<file path="config.mk">
export PLATFORM = sky130hd
export DESIGN_NAME = prog_loader
export DESIGN_NICKNAME = d
export VERILOG_FILES = /design/src/rtl/prog_loader.sv
export SDC_FILE = /design/constraint.sdc
export NUM_CORES = 1
export LEC_CHECK = 0
export ABC_AREA = 0
export CAP_MARGIN = 25
export CORE_ASPECT_RATIO = 0.9
export CORE_UTILIZATION = 30
export CTS_CLUSTER_SIZE = 25
export DETAILED_ROUTE_END_ITERATION = 6
export GPL_ROUTABILITY_DRIVEN = 0
export REMOVE_ABC_BUFFERS = 1
export SLEW_MARGIN = 15
export SYNTH_ARGS = -nofsm -noshare
export SYNTH_HDL_FRONTEND = slang
export SYNTH_SLANG_ARGS = --single-unit
export TNS_END_PERCENT = 100
</file>
<file path="constraint.sdc">
create_clock -name clk -period 5.2 [get_ports clk]
set_input_delay 0.52 -clock clk [delete_from_list [all_inputs] [get_ports clk]]
set_output_delay 0.52 -clock clk [all_outputs]
set_load 0.005 [all_outputs]
</file>
<file path="src/rtl/prog_loader.sv">
// prog_loader: framed byte-stream loader that writes 32-bit words to the
// instruction-memory flash port and holds the core in reset until a frame
// with a valid checksum has been loaded.
module prog_loader #(
  parameter int unsigned WIDTH     = 32,
  parameter int unsigned MAX_WORDS = 512
) (
  input  logic             clk,
  input  logic             rst,
  input  logic             start,
  input  logic [7:0]       in_byte,
  input  logic             in_valid,
  output logic             in_ready,
  output logic [WIDTH-1:0] flash_addr,
  output logic [WIDTH-1:0] flash_data,
  output logic             flash_en,
  output logic             cpu_rst,
  output logic             done,
  output logic             error
);

  localparam int unsigned CNT_W = 16;

  typedef enum logic [2:0] {
    S_IDLE,
    S_CNT_LO,
    S_CNT_HI,
    S_DATA,
    S_CHECK,
    S_DONE,
    S_ERROR
  } state_t;

  state_t             state_q;
  state_t             state_d;
  logic [7:0]         cnt_lo_q;
  logic [CNT_W-1:0]   words_left_q;
  logic [1:0]         byte_idx_q;
  logic [23:0]        word_buf_q;
  logic [7:0]         sum_q;
  logic [WIDTH-1:0]   addr_cnt_q;

  logic               xfer_c;
  logic [CNT_W-1:0]   cnt_c;
  logic               word_last_c;
  logic               enter_cnt_c;

  // State register
  always_ff @(posedge clk or posedge rst) begin
    if (rst) state_q <= S_IDLE;
    else     state_q <= state_d;
  end

  // Next-state decode and transfer strobes
  always_comb begin
    state_d     = state_q;
    xfer_c      = in_valid && in_ready;
    cnt_c       = {in_byte, cnt_lo_q};
    word_last_c = (byte_idx_q == 2'd3);
    enter_cnt_c = 1'b0;
    case (state_q)
      S_IDLE, S_DONE, S_ERROR: begin
        if (start) state_d = S_CNT_LO;
      end
      S_CNT_LO: begin
        if (xfer_c) state_d = S_CNT_HI;
      end
      S_CNT_HI: begin
        if (xfer_c) begin
          if (cnt_c > CNT_W'(MAX_WORDS)) state_d = S_ERROR;
          else if (cnt_c == '0)           state_d = S_CHECK;
          else                            state_d = S_DATA;
        end
      end
      S_DATA: begin
        if (xfer_c && word_last_c && (words_left_q == CNT_W'(1))) state_d = S_CHECK;
      end
      S_CHECK: begin
        if (xfer_c) state_d = (in_byte == sum_q) ? S_DONE : S_ERROR;
      end
      default: state_d = S_IDLE;
    endcase
    enter_cnt_c = (state_d == S_CNT_LO) && (state_q != S_CNT_LO);
  end

  // Registered status outputs follow the next state so they change with it
  always_ff @(posedge clk or posedge rst) begin
    if (rst) begin
      in_ready <= 1'b0;
      cpu_rst  <= 1'b1;
      done     <= 1'b0;
      error    <= 1'b0;
    end else begin
      in_ready <= (state_d == S_CNT_LO) || (state_d == S_CNT_HI) ||
                  (state_d == S_DATA)   || (state_d == S_CHECK);
      cpu_rst  <= (state_d != S_DONE);
      done     <= (state_d == S_DONE);
      error    <= (state_d == S_ERROR);
    end
  end

  // Word assembly, checksum, address counter and flash write strike
  always_ff @(posedge clk or posedge rst) begin
    if (rst) begin
      cnt_lo_q     <= '0;
      words_left_q <= '0;
      byte_idx_q   <= '0;
      word_buf_q   <= '0;
      sum_q        <= '0;
      addr_cnt_q   <= '0;
      flash_addr   <= '0;
      flash_data   <= '0;
      flash_en     <= 1'b0;
    end else begin
      flash_en <= 1'b0;
      if (enter_cnt_c) begin
        addr_cnt_q <= '0;
        sum_q      <= '0;
        byte_idx_q <= '0;
      end
      if (xfer_c) begin
        case (state_q)
          S_CNT_LO: cnt_lo_q <= in_byte;
          S_CNT_HI: words_left_q <= cnt_c;
          S_DATA: begin
            sum_q      <= sum_q + in_byte;
            byte_idx_q <= byte_idx_q + 2'd1;
            case (byte_idx_q)
              2'd0:    word_buf_q[7:0]   <= in_byte;
              2'd1:    word_buf_q[15:8]  <= in_byte;
              2'd2:    word_buf_q[23:16] <= in_byte;
              default: begin
                flash_en     <= 1'b1;
                flash_data   <= WIDTH'({in_byte, word_buf_q});
                flash_addr   <= addr_cnt_q;
                addr_cnt_q   <= addr_cnt_q + WIDTH'(4);
                words_left_q <= words_left_q - CNT_W'(1);
              end
            endcase
          end
          default: ;
        endcase
      end
    end
  end

endmodule

</file>
==> parameters.txt <==
Parameter                              Value

Setup path
  CP Capture Type ... flop
  Crit path kind ... in -> reg
  Start point of the critical path ... in_byte[3]
  Launch instance of the worst register-to-register path ... state_q[2]$_DFF_PP0_
  Worst Path Arrival ... between 3000 and 4000 ps
  Worst-path fanout max ... 38
  Launching element type of the critical path ... input port
  WP data required ... about 5500 ps

Die
  I/O pin count ... just over 80
  Die extent in x ... 167 um
  Die area ... between 20000 and 30000 sq um
  Total core area ... about 24000 sq um
  Starting density of the core ... approximately 31%
  Chip height ... 150 um
  Number of placement rows ... 53

Power
  Power share of the combinational group ... 28.2%
  Switching power summed over all nets ... about 0.0015 W
  Part of the total power dissipated in sequential elements ... 42.3%
  Static leakage ... about 4.1 nW
  Largest voltage drop on the vdd net ... 0.234 mV
  Clock power frac ... ~30%
  Net switching share of the total power ... approximately 33%
  Internal portion of total power ... 0.00292 W
  Power Dens Cells ... ~500 nW/um^2

Timing
  F_max ... roughly 0.35 GHz
  Setup repair after global routing missed its margin ... false
  Final hold vios ... 0
  Max Clock Skew ... roughly 11 ps
  Period minus WS final ... 2840 ps
  Setup TNS ... 0 ps
  Slew @ Worst Pin ... between 900 and 1000 ps
  Headroom to the max-slew limit ... around two fifths
  Share of the cycle needed by the critical path after routing ... 54.6%
  Count of final setup violators ... 0
  Number of max-slew violations in the final report ... 0

CTS
  Total of hold buffers inserted after clock tree synthesis ... 0
  Setup repair bufs after CTS ... 0
  CTS Buf Count ... 17
  Clock net sink count ... between 150 and 200
  Count of H-tree levels built during CTS ... 4
  Number of buffers on the longest clock path ... 2
  Quantity of gates resized following cts ... 0
  Clock insertion delay at the later pin of the skew report ... 430 ps
  Worst-path clk slew ... around 70 ps
  CTS tree ... yes
  CTS root buf ... sky130_fd_sc_hd__clkbuf_16

Route
  Vias ... about 5700
  Residual antenna-violating net count after detailed routing ... 0
  Mean number of vias per cell ... 4.91
  Initial DRC Count ... 378
  Detailed-route DRC error count ... 0
  Routed wire length ... about 17000 um
  Post-detailed-route wirelength per cell ... 15.1 um
  Number of optimization iterations in the first detailed-route pass ... 5

Synth
  Synth warn ... 0
  Number of instances in the synthesized netlist ... between 700 and 800
  Async set or reset register ratio after synthesis ... 100%
  Post-Syn Area ... approximately 7300 sq um
  Count of flip-flops with a built-in enable after synthesis ... 0
  Number of synthesized register bits ... between 150 and 200
  Avg Cell Area, Syn ... between 9 and 10 sq um
  Post-synth top flop ... sky130_fd_sc_hd__dfrtp_1
  Number of distinct library cells after synthesis ... 62
  Sequential-to-total area share from yosys stat ... a little under three fifths

Cells and area
  Antenna Diode Count ... 0
  Number of inserted filler cells in the final layout ... 2369
  Post-layout nets ... ~870
  Non-Filler Instances ... 1161
  End-of-flow core utilization ... between 30% and 40%
  Final std cell area, no fill ... roughly 9000 sq um
  Share of layout cells above drive strength 1 ... 9.43%
  Area growth from synthesis to final layout ... 22.9%

Hold path
  Worst hold path class ... reg -> reg
  Hold Path Origin ... word_buf_q[18]$_DFFE_PP0P_

Placement
  IO Port Bufs ... 80
  Detailed Place HPWL ... 11200 um
  Cell Area, Placed ... 8420 sq um
  Placed cell count ... roughly 1100

Global routing
  Via count of the first global-routing pass ... 5568
  Total congestion overflow ... 0
  Global-route total usage across every layer ... roughly 15%
  Initial antenna violation count ... 0
  Largest net degree at the start of global routing ... a little under 100
  Global-route wire length before repair ... a little under 30000 um

Job
  Number of max-cap violations ... 0

Run status
  Result of the run ... finished, final reports clean
-- logic make-up after synthesis --
family,synth area share (%)
adders and majority gates,2.66
AOI/OAI and AO/OA,10.2
and+or+nand+nor,23.7
DFF,55.3
buffers and inverters,2.97
xor gates and xnor gates,0.955
muxes,4.26
-- sequential cells by signal, summed over array words and instances, names as in the netlist, 2 cells and up --
name / cells
flash_data: 32
sum_q: 8
state_q: 3
addr_cnt_q: 32
byte_idx_q: 2
flash_addr: 32
cnt_lo_q: 8
words_left_q: 16
word_buf_q: 24
-- area by class of cell --
cell class	instances	area, sq um	share of cell area [%]
Inverter	19	76.3	0.846
Clock inverter	15	171	1.90
Clock buffer	17	425	4.72
Multi-Input combinational cell	560	3070	34.0
Sequential cell	162	4060	45.0
Timing Repair Buffer	86	846	9.38
Tap cell	302	378	4.19
-- stage by stage --
step                      hold WS, ps  power, W  setup slack, ps
after floorplan                   430   0.00258              305
after global routing              478   0.00467             2200
after detailed placement          449   0.00311             1930
after CTS                         465   0.00442             2370
after global placement            444   0.00308             1970
final                             462   0.00438             2360
-- cell usage after synthesis (8+ instances only) --
| library cell | n | area [sq um] |
|---|---|---|
| sky130_fd_sc_hd__buf_2 | 8 | 40.0 |
| sky130_fd_sc_hd__nor2_1 | 38 | 143 |
| sky130_fd_sc_hd__dfrtp_1 | 161 | 4030 |
| sky130_fd_sc_hd__clkbuf_1 | 16 | 60.1 |
| sky130_fd_sc_hd__a21oi_1 | 19 | 95.1 |
| sky130_fd_sc_hd__inv_1 | 17 | 63.8 |
| sky130_fd_sc_hd__ha_1 | 14 | 175 |
| sky130_fd_sc_hd__nor3_1 | 17 | 85.1 |
| sky130_fd_sc_hd__nand4_1 | 8 | 50.1 |
| sky130_fd_sc_hd__nand2_1 | 223 | 837 |
| sky130_fd_sc_hd__o21ai_0 | 59 | 295 |
| sky130_fd_sc_hd__nand3_1 | 54 | 270 |
| sky130_fd_sc_hd__mux2_2 | 26 | 293 |
-- power groups by stage --
| stage | Clock, W | Sequential (W) | Combinational, W |
|---|---|---|---|
| 3_3_place_gp | 0 | 0.00187 | 0.00121 |
| 3_5_place_dp | 0 | 0.00187 | 0.00124 |
| 6_report | 0.00129 | 0.00185 | 0.00123 |
| 4_1_cts | 0.00132 | 0.00185 | 0.00125 |
| 5_1_grt | 0.00137 | 0.00190 | 0.00139 |
| 2_1_floorplan | 0 | 0.00183 | 0.000752 |
-- worst paths after layout --
path / end / slack (ps) / cells past startpoint
min: flash_data[18]$_DFFE_PP0P_ / 460 / 2
min in group asynchronous: flash_addr[13]$_DFFE_PP0P_ / 670 / 2
max reg2reg: addr_cnt_q[5]$_DFF_PP0_ / 2480 / 7
max in group asynchronous: word_buf_q[15]$_DFFE_PP0P_ / 3510 / 3
max: addr_cnt_q[4]$_DFF_PP0_ / 2360 / 9
min reg2reg: flash_data[18]$_DFFE_PP0P_ / 460 / 2
-- critical path: stages --
cell and delay (ps):
sky130_fd_sc_hd__clkdlybuf4s50_1 600, sky130_fd_sc_hd__ha_1 440, sky130_fd_sc_hd__nor4_1 280, sky130_fd_sc_hd__o211ai_1 210, sky130_fd_sc_hd__o311ai_4 400, sky130_fd_sc_hd__nand3_1 110
sky130_fd_sc_hd__buf_4 280, sky130_fd_sc_hd__a21oi_1 200, sky130_fd_sc_hd__mux2i_1 90
-- placed cells by master, fill, tap and decap left out, types with 17 or more instances in the layout --
cell type	count
sky130_fd_sc_hd__nor3_1	17
sky130_fd_sc_hd__clkdlybuf4s50_1	80
sky130_fd_sc_hd__dfrtp_1	161
sky130_fd_sc_hd__nand2_1	222
sky130_fd_sc_hd__nand3_1	54
sky130_fd_sc_hd__clkbuf_16	17
sky130_fd_sc_hd__mux2_2	26
sky130_fd_sc_hd__nor2_1	38
sky130_fd_sc_hd__a21oi_1	19
sky130_fd_sc_hd__o21ai_0	59
-- metal layers --
layer  track usage [%]  up-vias  share of wire (%)
li1                  -     2798                  -
met1              20.6     2756                 50
met2              22.9      136                 44
met3              3.44       14                4.9
met4              4.77        0               0.99
met5                 0        -                  0
(Power assumes the default switching activity.)
